**src/rtl/transpose_buffer_pkg.sv**
```systemverilog
// transpose_pkg
// Shared definitions for the ping-pong transpose buffer: default sample
// width and bank depth, largest supported block edge, the bank and FSM
// state encodings, and the block-size decode helpers.
// No ports (package).
package transpose_pkg;

  localparam int DW    = 16;
  localparam int DEPTH = 64;
  localparam int MAX_N = 8;

  localparam logic [1:0] N_4X4 = 2'b00;
  localparam logic [1:0] N_8X8 = 2'b01;

  typedef enum logic [1:0] {
    B_EMPTY,
    B_FILLING,
    B_FULL,
    B_DRAINING
  } bank_state_t;

  typedef enum logic {
    W_IDLE,
    W_FILL
  } w_state_t;

  typedef enum logic {
    R_IDLE,
    R_DRAIN
  } r_state_t;

  // Block edge length for an N code; 0 marks a reserved code.
  function automatic logic [3:0] n_to_size(input logic [1:0] n);
    case (n)
      N_4X4:   return 4'd4;
      N_8X8:   return 4'd8;
      default: return 4'd0;
    endcase
  endfunction

  // Index of the final sample of a block (N*N-1).
  function automatic logic [5:0] last_index(input logic is8);
    return is8 ? 6'(MAX_N * MAX_N - 1) : 6'((MAX_N / 2) * (MAX_N / 2) - 1);
  endfunction

endpackage

```
**src/rtl/transpose_buffer_if.sv**
```systemverilog
// transpose_buffer_if
// Groups the sample/handshake signals of the transpose buffer.
//   master: producer/consumer side (drives N, write, data_in, read)
//   slave : the buffer itself (drives data_out, out_valid, ready_in,
//           block_avail, wr_count, rd_count, err)
interface transpose_buffer_if #(
  parameter int DW = transpose_pkg::DW
);
  logic [1:0]    N;
  logic          write;
  logic [DW-1:0] data_in;
  logic          read;
  logic [DW-1:0] data_out;
  logic          out_valid;
  logic          ready_in;
  logic          block_avail;
  logic [5:0]    wr_count;
  logic [5:0]    rd_count;
  logic          err;

  modport master (
    output N, write, data_in, read,
    input  data_out, out_valid, ready_in, block_avail, wr_count, rd_count, err
  );

  modport slave (
    input  N, write, data_in, read,
    output data_out, out_valid, ready_in, block_avail, wr_count, rd_count, err
  );
endinterface

```
**src/rtl/transpose_buffer_bank.sv**
```systemverilog
// transpose_bank
// One DEPTH x DW sample store with synchronous write and a registered read.
//   clk, reset : clock, async active-high reset (clears the read register only)
//   we/waddr/wdata : write port
//   re/raddr       : read request; rdata updates on the following edge
module transpose_bank #(
  parameter int DW    = 16,
  parameter int DEPTH = 64,
  parameter int AW    = $clog2(DEPTH)
) (
  input  logic          clk,
  input  logic          reset,
  input  logic          we,
  input  logic [AW-1:0] waddr,
  input  logic [DW-1:0] wdata,
  input  logic          re,
  input  logic [AW-1:0] raddr,
  output logic [DW-1:0] rdata
);

  logic [DW-1:0] mem [DEPTH];

  // Storage is deliberately not reset so it can map onto block RAM.
  always_ff @(posedge clk) begin
    if (we) mem[waddr] <= wdata;
  end

  always_ff @(posedge clk or posedge reset) begin
    if (reset)   rdata <= '0;
    else if (re) rdata <= mem[raddr];
  end

endmodule

```
**src/rtl/transpose_buffer.sv**
```systemverilog
// transpose_buffer
// Ping-pong transpose buffer between two DCT passes. Row-major samples are
// written into one bank while the other bank is read out column-major.
//   clk, reset : clock, async active-high reset
//   bus        : transpose_buffer_if.slave (N, write, data_in, read in;
//                data_out, out_valid, ready_in, block_avail, wr_count,
//                rd_count, err out)
module transpose_buffer #(
  parameter int DW    = transpose_pkg::DW,
  parameter int DEPTH = transpose_pkg::DEPTH
) (
  input logic               clk,
  input logic               reset,
  transpose_buffer_if.slave bus
);
  import transpose_pkg::*;

  localparam int AW = $clog2(DEPTH);

  bank_state_t   bank_state    [2];
  bank_state_t   bank_state_nx [2];
  w_state_t      w_state, w_state_nx;
  r_state_t      r_state, r_state_nx;
  logic          fill_ptr, fill_ptr_nx;
  logic          drain_ptr, drain_ptr_nx;
  logic [1:0]    bank_is8, bank_is8_nx;
  logic [5:0]    wr_count, wr_count_nx;
  logic [5:0]    rd_count, rd_count_nx;
  logic          err, err_nx;
  logic          out_valid, out_valid_nx;
  logic          rd_sel, rd_sel_nx;
  logic          ready, avail;
  logic [1:0]    we, re;
  logic [5:0]    rd_index;
  logic [DW-1:0] rdata_a, rdata_b;

  // The fill bank can take data unless both banks hold finished blocks;
  // the drain bank can be read once it holds a finished block.
  assign ready = (bank_state[fill_ptr] == B_EMPTY) || (bank_state[fill_ptr] == B_FILLING);
  assign avail = (bank_state[drain_ptr] == B_FULL) || (bank_state[drain_ptr] == B_DRAINING);

  // Column-major address: (rd_count % N)*N + rd_count / N, using the
  // drain bank's latched size.
  always_comb begin
    rd_index = '0;
    if (bank_is8[drain_ptr]) rd_index = {rd_count[2:0], rd_count[5:3]};
    else                     rd_index = {2'b00, rd_count[1:0], rd_count[3:2]};
  end

  // Write and read sides always touch different banks (fill bank is
  // EMPTY/FILLING, drain bank is FULL/DRAINING), so both may update
  // bank state in the same cycle.
  always_comb begin
    bank_state_nx = bank_state;
    w_state_nx    = w_state;
    r_state_nx    = r_state;
    fill_ptr_nx   = fill_ptr;
    drain_ptr_nx  = drain_ptr;
    bank_is8_nx   = bank_is8;
    wr_count_nx   = wr_count;
    rd_count_nx   = rd_count;
    err_nx        = err;
    out_valid_nx  = 1'b0;
    rd_sel_nx     = rd_sel;
    we            = 2'b00;
    re            = 2'b00;

    if (bus.write) begin
      if (!ready) begin
        err_nx = 1'b1;
      end else if (w_state == W_IDLE) begin
        // First sample of a block latches N; a reserved code drops it.
        if (n_to_size(bus.N) == 4'd0) begin
          err_nx = 1'b1;
        end else begin
          bank_is8_nx[fill_ptr]   = (n_to_size(bus.N) == 4'(MAX_N));
          bank_state_nx[fill_ptr] = B_FILLING;
          w_state_nx              = W_FILL;
          wr_count_nx             = 6'd1;
          we[fill_ptr]            = 1'b1;
        end
      end else begin
        we[fill_ptr] = 1'b1;
        if (wr_count == last_index(bank_is8[fill_ptr])) begin
          wr_count_nx             = '0;
          bank_state_nx[fill_ptr] = B_FULL;
          fill_ptr_nx             = ~fill_ptr;
          w_state_nx              = W_IDLE;
        end else begin
          wr_count_nx = wr_count + 6'd1;
        end
      end
    end

    if (bus.read && avail) begin
      re[drain_ptr] = 1'b1;
      out_valid_nx  = 1'b1;
      rd_sel_nx     = drain_ptr;
      if (r_state == R_IDLE) begin
        bank_state_nx[drain_ptr] = B_DRAINING;
        r_state_nx               = R_DRAIN;
      end
      if (rd_count == last_index(bank_is8[drain_ptr])) begin
        rd_count_nx              = '0;
        bank_state_nx[drain_ptr] = B_EMPTY;
        drain_ptr_nx             = ~drain_ptr;
        r_state_nx               = R_IDLE;
      end else begin
        rd_count_nx = rd_count + 6'd1;
      end
    end
  end

  always_ff @(posedge clk or posedge reset) begin
    if (reset) begin
      bank_state[0] <= B_EMPTY;
      bank_state[1] <= B_EMPTY;
      w_state       <= W_IDLE;
      r_state       <= R_IDLE;
      fill_ptr      <= 1'b0;
      drain_ptr     <= 1'b0;
      bank_is8      <= '0;
      wr_count      <= '0;
      rd_count      <= '0;
      err           <= 1'b0;
      out_valid     <= 1'b0;
      rd_sel        <= 1'b0;
    end else begin
      bank_state    <= bank_state_nx;
      w_state       <= w_state_nx;
      r_state       <= r_state_nx;
      fill_ptr      <= fill_ptr_nx;
      drain_ptr     <= drain_ptr_nx;
      bank_is8      <= bank_is8_nx;
      wr_count      <= wr_count_nx;
      rd_count      <= rd_count_nx;
      err           <= err_nx;
      out_valid     <= out_valid_nx;
      rd_sel        <= rd_sel_nx;
    end
  end

  transpose_bank #(.DW(DW), .DEPTH(DEPTH), .AW(AW)) u_bank_a (
    .clk   (clk),
    .reset (reset),
    .we    (we[0]),
    .waddr (AW'(wr_count)),
    .wdata (bus.data_in),
    .re    (re[0]),
    .raddr (AW'(rd_index)),
    .rdata (rdata_a)
  );

  transpose_bank #(.DW(DW), .DEPTH(DEPTH), .AW(AW)) u_bank_b (
    .clk   (clk),
    .reset (reset),
    .we    (we[1]),
    .waddr (AW'(wr_count)),
    .wdata (bus.data_in),
    .re    (re[1]),
    .raddr (AW'(rd_index)),
    .rdata (rdata_b)
  );

  // Both bank read registers reset to 0 and rd_sel resets to bank A,
  // so data_out is 0 out of reset.
  assign bus.data_out    = rd_sel ? rdata_b : rdata_a;
  assign bus.out_valid   = out_valid;
  assign bus.ready_in    = ready;
  assign bus.block_avail = avail;
  assign bus.wr_count    = wr_count;
  assign bus.rd_count    = rd_count;
  assign bus.err         = err;

endmodule

```
**src/flat_wrapper.sv**
```systemverilog
// flat-port wrapper written by rule: the top's interface ports become plain ports
module transpose_buffer_flat import transpose_pkg::*;
#(
  parameter int DW    = transpose_pkg::DW,
  parameter int DEPTH = transpose_pkg::DEPTH
)
  (clk, reset, bus_N, bus_write, bus_data_in, bus_read, bus_data_out, bus_out_valid, bus_ready_in, bus_block_avail, bus_wr_count, bus_rd_count, bus_err);
  transpose_buffer_if #(.DW(DW)) bus_i ();
  input logic clk;
  input logic reset;
  input wire logic [$bits(bus_i.N)-1:0] bus_N;
  input wire logic [$bits(bus_i.write)-1:0] bus_write;
  input wire logic [$bits(bus_i.data_in)-1:0] bus_data_in;
  input wire logic [$bits(bus_i.read)-1:0] bus_read;
  output wire logic [$bits(bus_i.data_out)-1:0] bus_data_out;
  output wire logic [$bits(bus_i.out_valid)-1:0] bus_out_valid;
  output wire logic [$bits(bus_i.ready_in)-1:0] bus_ready_in;
  output wire logic [$bits(bus_i.block_avail)-1:0] bus_block_avail;
  output wire logic [$bits(bus_i.wr_count)-1:0] bus_wr_count;
  output wire logic [$bits(bus_i.rd_count)-1:0] bus_rd_count;
  output wire logic [$bits(bus_i.err)-1:0] bus_err;
  assign bus_i.N = bus_N;
  assign bus_i.write = bus_write;
  assign bus_i.data_in = bus_data_in;
  assign bus_i.read = bus_read;
  assign bus_data_out = bus_i.data_out;
  assign bus_out_valid = bus_i.out_valid;
  assign bus_ready_in = bus_i.ready_in;
  assign bus_block_avail = bus_i.block_avail;
  assign bus_wr_count = bus_i.wr_count;
  assign bus_rd_count = bus_i.rd_count;
  assign bus_err = bus_i.err;
  transpose_buffer #(.DW(DW), .DEPTH(DEPTH)) u_core (.clk(clk), .reset(reset), .bus(bus_i));
endmodule
```
**config.mk**
```make
export PLATFORM = sky130hd
export DESIGN_NAME = transpose_buffer_flat
export DESIGN_NICKNAME = d
export VERILOG_FILES = /design/src/rtl/transpose_buffer_pkg.sv /design/src/rtl/transpose_buffer_if.sv /design/src/rtl/transpose_buffer_bank.sv /design/src/rtl/transpose_buffer.sv /design/src/flat_wrapper.sv
export SDC_FILE = /design/constraint.sdc
export NUM_CORES = 2
export LEC_CHECK = 0
export CAP_MARGIN = 20
export CORE_AREA = 10 10 463 465
export CTS_BUF_LIST = sky130_fd_sc_hd__clkbuf_16
export CTS_CLUSTER_SIZE = 30
export DETAILED_ROUTE_END_ITERATION = 8
export DIE_AREA = 0 0 473 475
export GPL_TIMING_DRIVEN = 0
export SETUP_SLACK_MARGIN = 0.2
export SYNTH_ARGS = -nofsm -noshare
export SYNTH_HDL_FRONTEND = slang
export SYNTH_HIERARCHICAL = 1
export SYNTH_SLANG_ARGS = --single-unit
```
**constraint.sdc**
```tcl
create_clock -name clk -period 4.22 [get_ports clk]
set_input_delay 0.422 -clock clk [delete_from_list [all_inputs] [get_ports clk]]
set_output_delay 0.422 -clock clk [all_outputs]
set_load 0.005 [all_outputs]
```
Word-level counts from Yosys, hierarchy flattened
Memory sizes are Yosys's and may differ from the RTL's. A register that Yosys moved wholly into a read port is not among the register bits.
Cells that the tools add are included.
{"block": "classes", "mux": 61, "addsub": 2, "eq_ne": 10, "n_reduce_logical": 16, "magnitude_cmp": 8, "bitwise_logic": 15}
{"operator": "2-to-1 mux 4 bit", "count": 16}
{"operator": "2-to-1 mux 6 bit", "count": 7}
{"operator": "2-to-1 mux 2 bit", "count": 13}
{"operator": "2-to-1 mux 1 bit", "count": 18}
{"operator": "2-to-1 mux 16 bit", "count": 1}
{"operator": "adder 6 x 1 -> 6 bit, second input constant", "count": 2}
{"operator": "== test 6 bit", "count": 2}
{"operator": "case mux 4 bit (2 select lines)", "count": 1}
{"operator": "AND reduction 4 bit", "count": 2}
{"operator": "AND reduction 3 bit", "count": 2}
{"operator": "logical AND 1 bit", "count": 5}
{"operator": "bitwise AND 2 bit", "count": 2}
{"operator": "bitwise AND 4 bit", "count": 1}
{"operator": "demux 2 bit (select 1 bit)", "count": 2}
{"operator": "== test 2 x 1 -> 1 bit, second input constant", "count": 2}
{"operator": "== test 2 bit, second input constant", "count": 2}
{"operator": "== test 4 bit, second input constant", "count": 1}
{"operator": ">= comparator 2 bit, second input constant", "count": 2}
{"operator": "logical NOT 2 bit", "count": 2}
{"operator": "logical NOT 4 bit", "count": 1}
{"operator": "< comparator 1 x 2 -> 1 bit, second input constant", "count": 2}
{"operator": "< comparator 2 x 1 -> 1 bit, second input constant", "count": 2}
{"operator": "!= test 2 x 1 -> 1 bit, second input constant", "count": 2}
{"operator": "NOT 1 bit", "count": 4}
{"operator": "other kinds (11)", "count": 18}
{"block": "word_totals", "output_inout_bits": 32, "wordCells": 126, "input_bits": 22, "ram_bits": 2048, "memories": 2, "reg_bits": 25}
{"name": "u_core.u_bank_a.mem", "words": 64, "width": 16, "read_ports": 1, "rd_ports_with_merged_regs": 1, "write_ports": 1, "line_no": "transpose_buffer_bank.sv:21", "rtl": "logic [DW-1:0] mem [DEPTH];"}
{"name": "u_core.u_bank_b.mem", "words": 64, "width": 16, "read_ports": 1, "rd_ports_with_merged_regs": 1, "write_ports": 1, "line_no": "transpose_buffer_bank.sv:21"}

Longest topological paths before layout
{"block": "depth", "word_depth": 19, "ltp_mapped": 13, "ltp_nobuf": 8}

Modules after synthesis
The synthesis kept the hierarchy.
{"mod": "transpose_bank", "area_per_inst_um2": 40024.6, "cells_per_inst": 1949, "n_inst": 2, "seq_area_each_um2": 31149.9}
{"mod": "transpose_buffer", "area_per_inst_um2": 1426.4, "cells_per_inst": 144, "n_inst": 1, "seq_area_each_um2": 550.5}

Worst setup path before layout
Ideal clock, no wire load.
{"block": "synth_path", "path_kind": "reg-to-reg", "from": "reg u_core.fill_ptr", "to": "mem u_core.u_bank_a.mem[49][0], enable pin", "setup_slack_ns": 0.989, "path_buffers": 1, "arrival_time_ns": 2.822, "path_stages_with_launch": 8, "required_ns": 3.811, "setup_ns": 0.409, "period_less_slack_ns": 3.231, "path_cell_list": "dfrtp_1 buf_2 mux2i_2 nand3_1 nor2_1 nor2b_1 nand4_1 nor3_1"}
{"block": "synth_between", "elab_chain_cells": 10, "word_cells_on_any_way": 18, "cone_classes": "order compare (2); eq/ne (1); mux (11); bitwise (1); reduce/logical (3)"}
{"item": "from (decl)", "line_no": "transpose_buffer.sv:24", "rtl": "logic fill_ptr, fill_ptr_nx;"}
{"item": "from (signal assigned)", "line_no": "transpose_buffer.sv:132", "rtl": "fill_ptr <= fill_ptr_nx;"}
{"item": "NOT 1 -> 2 bit (not written as such) *", "line_no": "transpose_buffer.sv:39", "rtl": "assign ready = (bank_state[fill_ptr] == B_EMPTY) || (bank_state[fill_ptr] == B_FILLING);"}
{"item": "2-to-1 mux 2 bit (not written as such) * (3 in a row)", "line_no": "transpose_buffer.sv:39"}
{"item": "== test 2 x 1 -> 1 bit or logical NOT 2 bit (tied branches)", "line_no": "transpose_buffer.sv:39"}
{"item": "logical OR 1 bit *", "line_no": "transpose_buffer.sv:39"}
{"item": "via bus_ready_in", "line_no": "flat_wrapper.sv:17", "rtl": "output wire logic [$bits(bus_i.ready_in)-1:0] bus_ready_in;"}
{"item": "2-to-1 mux 2 bit *", "line_no": "transpose_buffer.sv:69", "rtl": "if (!ready) begin"}
{"item": "2-to-1 mux 2 bit *", "line_no": "transpose_buffer.sv:68", "rtl": "if (bus.write) begin"}
{"item": "via u_core.we[0]", "line_no": "transpose_buffer.sv:33", "rtl": "logic [1:0] we, re;"}
{"item": "2-to-1 mux 1 bit *", "line_no": "transpose_buffer_bank.sv:25", "rtl": "if (we) mem[waddr] <= wdata;"}
{"item": "2-to-1 mux 1 bit (not written as such) *", "line_no": "transpose_buffer_bank.sv:25"}
{"item": "to (decl)", "line_no": "transpose_buffer_bank.sv:21"}
Mark *: on every way through the listed nets, which the timed path passes. The rest lies on a longest branch. The select of a mux whose other input is x is not followed.

Final worst setup path
{"block": "layout_path", "from": "reg u_core.drain_ptr", "to": "reg u_core.u_bank_b.rdata[4], read port of u_core.u_bank_b.mem"}
{"block": "layout_between", "word_cells_on_any_way": 17, "cone_classes": "order compare (2); eq/ne (2); mux (9); bitwise (1); reduce/logical (3)"}
{"item": "from (decl)", "line_no": "transpose_buffer.sv:25", "rtl": "logic drain_ptr, drain_ptr_nx;"}
{"item": "from (signal assigned)", "line_no": "transpose_buffer.sv:133", "rtl": "drain_ptr <= drain_ptr_nx;"}
{"item": "2-to-1 mux 1 bit (not written as such) (2 in a row)", "line_no": "transpose_buffer.sv:46", "rtl": "if (bank_is8[drain_ptr]) rd_index = {rd_count[2:0], rd_count[5:3]};"}
{"item": "2-to-1 mux 6 bit", "line_no": "transpose_buffer.sv:46"}
{"item": "via u_core.rd_index[4]", "line_no": "transpose_buffer.sv:34", "rtl": "logic [5:0] rd_index;"}
{"item": "to (decl)", "line_no": "transpose_buffer_bank.sv:18", "rtl": "output logic [DW-1:0] rdata"}
The timed path passes the listed nets, and every way through them passes these cells. The select of a mux whose other input is x is not followed.
A chain may end at the register's enable or synchronous reset.

==> summary.txt <==
Outcome
  – Status: completed

Synth
  – Top cell type's share of synthesized area: 75.5%
  – Post-synthesis sequential area ratio: between 70% and 80%
  – Mapped Cells: 4042
  – Post-synth cell types: 57
  – Yosys warning total: 6
  – Synth Register Bits: 2102
  – Async S/R FF share, synth: 2.57%
  – Post-synth top area cell: edfxtp_1
  – Synthesized net count: 4066
  – Post-synth EDFFs: 2048
  – Post-Syn Area: around 0.081 mm^2
  – Ys flop type: edfxtp_1
  – Top cells by area, synth: edfxtp_1, mux4_2, mux2i_1
  – Mapped Avg Cell Area: 20.2 um^2

Setup path
  – Setup crit start kind: register
  – CP Capture Point: u_core/u_bank_b/rdata[4]
  – RR Startpoint: u_core/drain_ptr
  – CP Data Arrival Time: 4.75 ns
  – CP required: 4.94 ns
  – FF-to-FF setup slack: 0.19 ns
  – Crit. End Element: register
  – Critical path launch point: u_core/drain_ptr
  – Kind of critical path: reg2reg
  – Maximum net fanout on the critical path: 10
  – Worst-case reg-to-reg path depth: 10
  – Reg2reg end: u_core/u_bank_b/rdata[4]

Detailed routing
  – Initial DRT Pass Iterations: 6
  – Remaining antenna violation count: 0
  – Total Wirelength: between 200000 and 250000 um
  – Initial DRC Count: 4705
  – Routed len/inst: 29.4 um
  – DR vias: 42000
  – DRC viols: 0
  – Avg Vias per Cell: around 5.8

Pwr
  – Sw Ratio: 32.9%
  – Cell Int Power: 0.0408 W
  – PwrDens: 643 mW/mm^2
  – Worst VDD drop: 368 uV
  – Tot Pwr: between 0.06 and 0.07 W
  – Flop pwr share: between 30 and 40%
  – Clock power share: about 28%
  – Net switching power: 0.0200 W
  – Leakage: 30.6 nW
  – Logic pwr share: 32.5%

Flow run
  – Max-cap violations: 0

Clocking
  – CTS max path bufs: 3
  – CTS Buf Count: 198
  – H-tree depth: 4
  – CTS tree: yes
  – Worst skew pair latency: ~0.84 ns
  – Clock Pin Slew Worst Setup and Hold Paths: ~0.06 ns
  – Sink Count: 2102
  – Root buffer cell: clkbuf_16

GRT
  – Initial antenna violation count: 8
  – Gr usage total: 18.7%
  – Vias in the first global route: between 40000 and 50000
  – First-pass GRT wire length: around 310000 um
  – Largest net degree at the start of global routing: 103
  – Total congestion overflow: 0

Timing
  – Hold Fails Final Rpt: 0
  – Max-slew violation count: 0
  – Setup Skew: ~0.036 ns
  – Tcrit/Tclk final: 95.6%
  – Fmax: roughly 250 MHz
  – Hold Slack: 0.0461 ns
  – RSZ-0062 raised after global routing: yes
  – Number of setup violations in the final report: 0
  – Tightest Pin Transition: around 1.0 ns
  – Fin crit period: 4.03 ns
  – Max-Slew Margin vs Limit: a little under a third

Layout
  – Nets: 4451
  – Ratio of cells with drive above 1 in the final layout: 24.3%
  – Leading cell type in the layout, fill and taps excluded: edfxtp_1
  – Commonest cells after routing, fill and taps aside: edfxtp_1, mux2i_1, mux4_2
  – Area grow syn2layout: 15.9%

Place
  – DP Wirelength: 142000 um
  – GPL Wtd Cong: 0.873
  – I/O Buffers: 53

Floorplan
  – DIE WIDTH: ~470 um
  – Core area: 0.204 mm^2
  – Die height: 475 um
  – Die ar.: 0.225 mm^2
  – Row count: 166
  – Io pins: 54
  – Starting Density: approximately 40%

Worst hold path
  – Worst min-delay path class: in2reg
## registers in the layout, summed over array words and instances, names as in the netlist
signal,flops
u_core/bus.wr_count,6
u_core/bus.err,1
u_core/u_bank_b/mem,1024
u_core/u_bank_a/rdata,16
u_core/bus.out_valid,1
u_core/w_state,1
u_core/drain_ptr,1
u_core/u_bank_b/rdata,16
u_core/bank_state,2
u_core/u_bank_a/mem,1024
u_core/bus.rd_count,6
u_core/bank_is8,2
u_core/rd_sel,1
u_core/fill_ptr,1
## per-stage QoR
step | utilization [%] | setup TNS, ns | std cells | setup WS (ns) | cell area (um^2)
CTS | 46.1 | -4.16 | 7279 | -0.147 | 94300
finish | 46.2 | 0 | 7284 | 0.187 | 94500
detailed placement | 42.9 | -79.22 | 6903 | -0.695 | 87800
floorplan | - | 0 | 4042 | 0.989 | 81500
global route | 46.2 | 0 | 7281 | 0.171 | 94500
global placement | 41.8 | -3949.27 | 6783 | -2.09 | 85400
## routing by layer
metal | vias up | routed length, um | track usage, %
met5 | - | 10 | 0
met4 | 2 | 8570 | 7.34
met3 | 328 | 16000 | 3.47
met2 | 1743 | 101000 | 29.8
met1 | 22400 | 88000 | 25.5
li1 | 17500 | - | -
## cell type report
class                      instances  area [um^2]
tap                             2688         3360
multi-input combinational       1704        17900
antenna                            4         10.0
sequential                      2102        62900
buffer                           227         1270
timing repair buffer             185         2710
fill                           17100       110000
inverter                           9         33.8
clock inverter                   159         1140
clock buffer                     206         5150
## cells by family after synthesis
group	share of synthesized area, %
xor+xnor	0.0538
flops	77.1
compound gates	3.80
mux	14.7
buf+inv	1.55
fa+ha+maj	0.0307
simple gates	2.68
## worst max-delay path, cell delays in order, from the launching register on
cell	delay [ns]
dfrtp_1	0.37
buf_6	0.14
mux2i_4	0.24
and2b_2	0.47
buf_4	0.28
buf_2	0.40
clkbuf_1	0.59
mux2_2	0.40
a22oi_1	0.54
a31oi_1	0.25
a21o_1	0.20
## how the worst min path moves through the flow
| stage | from | to | cells past startpoint |
|---|---|---|---|
| 4_1_cts | bus_data_in[3] | u_core/u_bank_a/mem[32][3] | 1 |
| 3_5_place_dp | u_core/bus.err | u_core/bus.err | 1 |
| 6_report | bus_data_in[8] | u_core/u_bank_a/mem[38][8] | 1 |
| 3_3_place_gp | u_core/bus.err | u_core/bus.err | 1 |
| 2_1_floorplan | reset | u_core/u_bank_a/rdata[0] | 1 |
| 5_1_grt | bus_data_in[3] | u_core/u_bank_a/mem[37][3] | 1 |
## what timing repair did
item	in CTS	in global routing
buffers inserted	4	1
resized for setup	49	44
hold buffers	7	0
endpoints found under the hold margin	142	0
pin swaps	2	0
setup endpoints to repair	716	619
gates cloned	0	0
## cell usage after synthesis, drive strengths merged (6+ instances only)
master,count
a2111oi,14
a211oi,14
a21o,15
a21oi,85
a221oi,18
a22oi,122
a31oi,15
and2,10
and4,18
buf,148
clkbuf,79
dfrtp,54
edfxtp,2048
inv,9
mux2,51
mux2i,398
mux4,330
nand2,48
nand2b,9
nand3,34
nand4,9
nand4b,8
nand4bb,6
nor2,229
nor2b,22
nor3,6
nor4,19
o21ai,45
o22ai,142
or3,6
## power by group through the flow
stage	logic [W]	registers, W	clock network [W]
floorplan	0.0122	0.0239	0
global placement	0.0190	0.0243	0
detailed placement	0.0193	0.0241	0
CTS	0.0195	0.0237	0.0176
global route	0.0206	0.0237	0.0184
finish	0.0198	0.0237	0.0173
Note: power is estimated with default switching activity, not from simulation.
